[config.mk]
export PLATFORM = sky130hd
export DESIGN_NAME = ecdsa_vector_sequencer
export DESIGN_NICKNAME = d
export VERILOG_FILES = /design/src/rtl/ecdsa_vector_sequencer.sv
export SDC_FILE = /design/constraint.sdc
export NUM_CORES = 1
export LEC_CHECK = 0
export CAP_MARGIN = 20
export CORE_ASPECT_RATIO = 0.9
export CORE_MARGIN = 1.5
export CORE_UTILIZATION = 40
export CTS_BUF_LIST = sky130_fd_sc_hd__clkbuf_16
export DETAILED_ROUTE_END_ITERATION = 10
export GPL_TIMING_DRIVEN = 0
export PLACE_DENSITY = 0.66
export RECOVER_POWER = 25
export SLEW_MARGIN = 10
export SYNTH_ARGS = -nofsm -noshare
export SYNTH_HDL_FRONTEND = slang
export SYNTH_SLANG_ARGS = --single-unit
[constraint.sdc]
create_clock -name clk -period 3.2 [get_ports clk]
set_input_delay 0.32 -clock clk [delete_from_list [all_inputs] [get_ports clk]]
set_output_delay 0.32 -clock clk [all_outputs]
set_load 0.1 [all_outputs]
[src/rtl/ecdsa_vector_sequencer.sv]
// Control scheduler that walks a range of ECDSA test vectors, issues each to the
// shared verify engine, checks the verdict and accumulates run statistics.
module ecdsa_vector_sequencer #(
    parameter int IDX_W   = 10,
    parameter int CNT_W   = 11,
    parameter int TIMEOUT = 1048576
) (
    input  logic             clk,
    input  logic             rst,
    input  logic             start,
    input  logic             abort,
    input  logic [IDX_W-1:0] first_idx,
    input  logic [IDX_W-1:0] last_idx,
    output logic             vec_rd,
    output logic [IDX_W-1:0] vec_idx,
    input  logic             vec_rvalid,
    input  logic [1:0]       vec_expect,
    input  logic [1:0]       vec_curve,
    output logic             eng_req_valid,
    input  logic             eng_req_ready,
    output logic [1:0]       eng_curve,
    output logic             eng_abort,
    input  logic             eng_done,
    input  logic             eng_ok,
    output logic             busy,
    output logic             done,
    output logic [CNT_W-1:0] pass_cnt,
    output logic [CNT_W-1:0] fail_cnt,
    output logic [CNT_W-1:0] skip_cnt,
    output logic [CNT_W-1:0] tmo_cnt,
    output logic             fail_seen,
    output logic [IDX_W-1:0] first_fail_idx
);

    localparam int TMR_W = (TIMEOUT > 1) ? $clog2(TIMEOUT) : 1;
    localparam logic [TMR_W-1:0] TMR_LAST = TMR_W'(TIMEOUT - 1);

    typedef enum logic [2:0] {
        S_IDLE,
        S_FETCH,
        S_ISSUE,
        S_WAIT,
        S_CHECK,
        S_DONE
    } state_t;

    state_t             state_q, state_d;
    logic [IDX_W-1:0]   cur_q, cur_d;
    logic [IDX_W-1:0]   last_q, last_d;
    logic [1:0]         expect_q, expect_d;
    logic [1:0]         curve_q, curve_d;
    logic               ok_q, ok_d;
    logic [TMR_W-1:0]   timer_q, timer_d;
    logic [CNT_W-1:0]   pass_q, pass_d;
    logic [CNT_W-1:0]   fail_q, fail_d;
    logic [CNT_W-1:0]   skip_q, skip_d;
    logic [CNT_W-1:0]   tmo_q, tmo_d;
    logic               fail_seen_q, fail_seen_d;
    logic [IDX_W-1:0]   first_fail_q, first_fail_d;
    logic               vec_rd_q, vec_rd_d;
    logic               mark_fail;
    logic               advance;
    logic               busy_w;

    function automatic logic [CNT_W-1:0] sat_inc(input logic [CNT_W-1:0] v);
        return (&v) ? v : v + CNT_W'(1);
    endfunction

    assign busy_w = (state_q == S_FETCH) || (state_q == S_ISSUE) ||
                    (state_q == S_WAIT)  || (state_q == S_CHECK);

    always_comb begin
        state_d      = state_q;
        cur_d        = cur_q;
        last_d       = last_q;
        expect_d     = expect_q;
        curve_d      = curve_q;
        ok_d         = ok_q;
        timer_d      = timer_q;
        pass_d       = pass_q;
        fail_d       = fail_q;
        skip_d       = skip_q;
        tmo_d        = tmo_q;
        fail_seen_d  = fail_seen_q;
        first_fail_d = first_fail_q;
        vec_rd_d     = 1'b0;
        eng_abort    = 1'b0;
        mark_fail    = 1'b0;
        advance      = 1'b0;

        case (state_q)
            S_IDLE, S_DONE: begin
                if (start) begin
                    pass_d       = '0;
                    fail_d       = '0;
                    skip_d       = '0;
                    tmo_d        = '0;
                    fail_seen_d  = 1'b0;
                    first_fail_d = '0;
                    cur_d        = first_idx;
                    last_d       = last_idx;
                    state_d      = (first_idx > last_idx) ? S_DONE : S_FETCH;
                end
            end
            S_FETCH: begin
                if (vec_rvalid) begin
                    expect_d = vec_expect;
                    curve_d  = vec_curve;
                    state_d  = S_ISSUE;
                end
            end
            S_ISSUE: begin
                if (eng_req_ready) begin
                    timer_d = '0;
                    state_d = S_WAIT;
                end
            end
            S_WAIT: begin
                // A verdict arriving on the expiry cycle takes priority over the timeout.
                if (eng_done) begin
                    ok_d    = eng_ok;
                    state_d = S_CHECK;
                end else if (timer_q == TMR_LAST) begin
                    eng_abort = 1'b1;
                    tmo_d     = sat_inc(tmo_q);
                    fail_d    = sat_inc(fail_q);
                    mark_fail = 1'b1;
                    advance   = 1'b1;
                end else begin
                    timer_d = timer_q + TMR_W'(1);
                end
            end
            S_CHECK: begin
                advance = 1'b1;
                if (expect_q == 2'd2) begin
                    skip_d = sat_inc(skip_q);
                end else if ((expect_q == 2'd1 && ok_q) || (expect_q == 2'd0 && !ok_q)) begin
                    pass_d = sat_inc(pass_q);
                end else begin
                    fail_d    = sat_inc(fail_q);
                    mark_fail = 1'b1;
                end
            end
            default: state_d = S_IDLE;
        endcase

        if (mark_fail && !fail_seen_q) begin
            fail_seen_d  = 1'b1;
            first_fail_d = cur_q;
        end

        // Compare before incrementing so an all-ones last index never wraps.
        if (advance) begin
            if (cur_q == last_q) begin
                state_d = S_DONE;
            end else begin
                cur_d   = cur_q + IDX_W'(1);
                state_d = S_FETCH;
            end
        end

        if (busy_w && abort) begin
            eng_abort   = 1'b1;
            state_d     = S_IDLE;
            pass_d      = pass_q;
            fail_d      = fail_q;
            skip_d      = skip_q;
            tmo_d       = tmo_q;
            fail_seen_d = fail_seen_q;
            first_fail_d = first_fail_q;
            cur_d       = cur_q;
        end

        vec_rd_d = (state_d == S_FETCH) && (state_q != S_FETCH);
    end

    always_ff @(posedge clk or posedge rst) begin
        if (rst) begin
            state_q      <= S_IDLE;
            cur_q        <= '0;
            last_q       <= '0;
            expect_q     <= '0;
            curve_q      <= '0;
            ok_q         <= 1'b0;
            timer_q      <= '0;
            pass_q       <= '0;
            fail_q       <= '0;
            skip_q       <= '0;
            tmo_q        <= '0;
            fail_seen_q  <= 1'b0;
            first_fail_q <= '0;
            vec_rd_q     <= 1'b0;
        end else begin
            state_q      <= state_d;
            cur_q        <= cur_d;
            last_q       <= last_d;
            expect_q     <= expect_d;
            curve_q      <= curve_d;
            ok_q         <= ok_d;
            timer_q      <= timer_d;
            pass_q       <= pass_d;
            fail_q       <= fail_d;
            skip_q       <= skip_d;
            tmo_q        <= tmo_d;
            fail_seen_q  <= fail_seen_d;
            first_fail_q <= first_fail_d;
            vec_rd_q     <= vec_rd_d;
        end
    end

    assign vec_rd         = vec_rd_q;
    assign vec_idx        = cur_q;
    assign eng_req_valid  = (state_q == S_ISSUE);
    assign eng_curve      = curve_q;
    assign busy           = busy_w;
    assign done           = (state_q == S_DONE);
    assign pass_cnt       = pass_q;
    assign fail_cnt       = fail_q;
    assign skip_cnt       = skip_q;
    assign tmo_cnt        = tmo_q;
    assign fail_seen      = fail_seen_q;
    assign first_fail_idx = first_fail_q;

endmodule

==> results.toml <==
[outcome]
status = "finished with violations"
violations = "capacitance limit, slew limit"

[synth]
synth_flop_cell = "dfrtp_1"
muxShareOfSynthArea = 0.0220
synthAdderAreaFrac = 0.0341
syn_avg_cell_area_sq_um = 9.02
yosysTopAreaCellShare = 0.444
synthCells = 650
synth_xor_area_frac = 0.0687
yosysUniqueCellTypes = 60
yosys-top-cells-area = "dfrtp_1 44%, nand2_1 4.9%, xnor2_1 4.9%"
synth_warnings = 0
synthSimpleGateAreaFrac = 0.254
syn_nets = 698
synth_top_family_by_area = "simple AND/OR/NAND/NOR gates"
ys_async_sr_fraction = 1.00
ys_seq_elements = 104
seq_area_frac_synth = 0.444
synth_top_area_cell = "dfrtp_1"
syn-cell-area_sq_um = 5870
synth_compound_area_frac = 0.142
synth_edf_count = 0

[power]
powerDensity_nw_per_um2 = 878
p_total_mw = 6.54
p_leak_nw = 3.23
peakVddDrop_mv = 1.18

[global_routing]
overflow = 0
antenna_found_initial = 0
grtUsageTotal = 0.224
grt_max_degree = 55
grt_first_pass_wirelength_mm = 27.2
grt_pass1_vias = 5248

[die]
die_area_sq_um = 15400
dieWidth_um = 131
initial_core_util = 0.414
die_h_um = 118
core_area_sq_um = 14200
io_pins = 104
num_rows = 41

[drt]
routed_wirelength_mm = 16.6
drt_pass1_iterations = 4
ant_nets = 0
num_vias = 5401
viasPerCell = 5.61
drc = 0
drtIter0Drc = 399
wl_per_cell_um = 17.2

[final_layout]
drive_gt1_frac = 0.0676
antenna_cells = 0
fin_cells = 962
final_area_sq_um = 7450
syn2layout_area_growth_pct = 26.9
final_nets = 812

[clocking]
htree_levels = 3
clock-sinks = 104
cts_inserted_buffers = 9
cts_root_buffer = "clkbuf_16"
clock_latency_ns = 0.36
clk_pin_slew_worst_paths_ns = 0.08
ctsLongestPathBuffers = 2
cts_tree = "yes"
post_cts_buffers = 0

[sta]
post-route-period-util = 0.962
clock_skew_ns = 0.0136
fin_tns_setup_ns = 0
fin_ws_ns = 0.121
slew_headroom = -0.346
timing.fmax_mhz = 325
period_needed_ns = 3.08
worst_slew_pin_slew_ns = 2.02
grt_setup_unrepaired = "no"
slew_violations = 51
hold_viol_final = 0
finalSetupViolations = 0

[critical_path]
arrival_ns = 2.76
crit_path_start = "state_q[0]"
cpPeakStageDelay_ns = 0.84
required_ns = 2.88
r2r_end = "first_fail_idx[5]"
worstSetupEndpoint = "eng_abort"
path_class = "flop to primary output"
r2r_start = "state_q[0]"
rr_worst_depth = 8
cp_cell_sequence = "buf_2 -> nor2_1 -> xnor2_2 -> nand2_1 -> clkbuf_1 -> nand2_1 -> clkdlybuf4s15_1"
cpMaxStageDelayCell = "clkdlybuf4s15_1"
start_kind = "flop"
r2r_slack_ns = 0.64
worstPathMaxFanout = 10
path_common_cell = "nand2_1"
worstSetupEndpointType = "primary output"

[place]
portBuffers = 102
routabilityCongestion = 0.925
detailed_place.area_sq_um = 7170
dpl.hpwl_mm = 12.1
dpl_worst_slack_ns = 0.0341
place_inst = 946

[job]
maxCapViolations = 1

[worst_hold_path]
min_path_type = "flop to flop"
==> sequential cells by signal, indices dropped and copies added (netlist names) <==
name / cells
eng_curve: 2
expect_q: 2
fail_cnt: 11
fail_seen: 1
first_fail_idx: 10
last_q: 10
ok_q: 1
pass_cnt: 11
skip_cnt: 11
state_q: 3
timer_q: 20
tmo_cnt: 11
vec_idx: 10
vec_rd: 1
==> cells by family after synthesis <==
kind of cell / Yosys count
buffers and inverters: 51
DFF: 104
AOI/OAI and AO/OA: 126
adders and majority gates: 16
xor gates and xnor gates: 46
and+or+nand+nor: 295
muxes: 12
==> per-stage QoR <==
| step | hold slack, ns | util |
|---|---|---|
| after floorplan | 0.425 | - |
| after global placement | 0.489 | 0.504 |
| after detailed placement | 0.493 | 0.507 |
| after CTS | 0.397 | 0.526 |
| after global routing | 0.538 | 0.526 |
| final | 0.516 | 0.526 |
==> report_power, final <==
part           total, mW  switching (mW)  internal [mW]
logic               3.62            2.64          0.980
registers           1.89           0.305           1.58
clock network       1.03           0.503          0.528
total               6.54            3.45           3.09
==> synth_stat cells, types with 3 or more instances <==
cell,count
nor3b_1,4
nand2b_1,6
mux2_2,7
inv_1,23
and4_1,12
or2_2,4
ha_1,16
a221oi_1,3
or3_1,4
and2_1,7
buf_2,12
nand4_1,13
nor4_1,12
nor2b_1,3
o31ai_1,11
o21a_1,4
a21oi_1,23
clkbuf_1,13
nand2_1,77
o41ai_1,4
o21ai_0,38
nor2_1,63
xor2_1,13
mux2i_1,5
nand3_1,43
nor3_1,19
a21o_1,7
xnor2_1,33
a31oi_1,9
and3_1,17
dfrtp_1,104
or4_1,5
==> layout by cell type (no fill, tap or decap), drive strengths merged, types with 6 or more instances in the layout <==
cell / n
and4: 12
nand4: 15
a21oi: 24
mux2: 7
xnor2: 33
nand2b: 6
nor4: 12
and2: 7
dfrtp: 104
xor2: 13
buf: 16
nor2: 63
nor3: 20
a31oi: 9
o21ai: 39
nand2: 77
clkdlybuf4s50: 99
o31ai: 11
nand3: 43
ha: 16
clkbuf: 22
inv: 24
a21o: 8
and3: 17
==> worst min path at each step <==
stage / slack, ns / to / from / cells past startpoint
2_1_floorplan: 0.43 / last_q[0] / last_idx[0] / 2
3_3_place_gp: 0.49 / last_q[5] / last_q[5] / 2
3_5_place_dp: 0.49 / first_fail_idx[9] / first_fail_idx[9] / 2
4_1_cts: 0.40 / timer_q[3] / rst / 2
5_1_grt: 0.54 / last_q[0] / last_q[0] / 2
6_report: 0.52 / first_fail_idx[7] / first_fail_idx[7] / 2
==> worst max-delay path, delay by kind of cell (launching register included) <==
family,cells,cell delay [ns]
XOR/XNOR,1,0.18
buffers and inverters,3,1.29
flip-flops,1,0.36
AND/OR/NAND/NOR,3,0.57
==> cell type report <==
type	count	area [sq um]
fillers	1317	6710
multi-input cells	495	3070
flip-flops and latches	104	2600
repair buffers	103	1050
well taps	193	241
clock buffers	9	225
plain buffers	28	124
inverters	23	86.3
clock inverters	7	50.0
==> what timing repair did <==
| item | 4_1_cts | 5_1_grt |
|---|---|---|
| endpoints found under the setup margin | 1 | 2 |
| hold buffers | 0 | 0 |
| gates resized for setup | 1 | 2 |
| pin swaps | 0 | 0 |
==> layer usage <==
layer,up-vias,share of wire,GRT usage
li1,2556,-,-
met5,-,0,0
met1,2667,0.47,0.320
met4,0,0.014,0.0659
met2,163,0.47,0.337
met3,15,0.049,0.0505
Power figures use the tool's default switching activity.
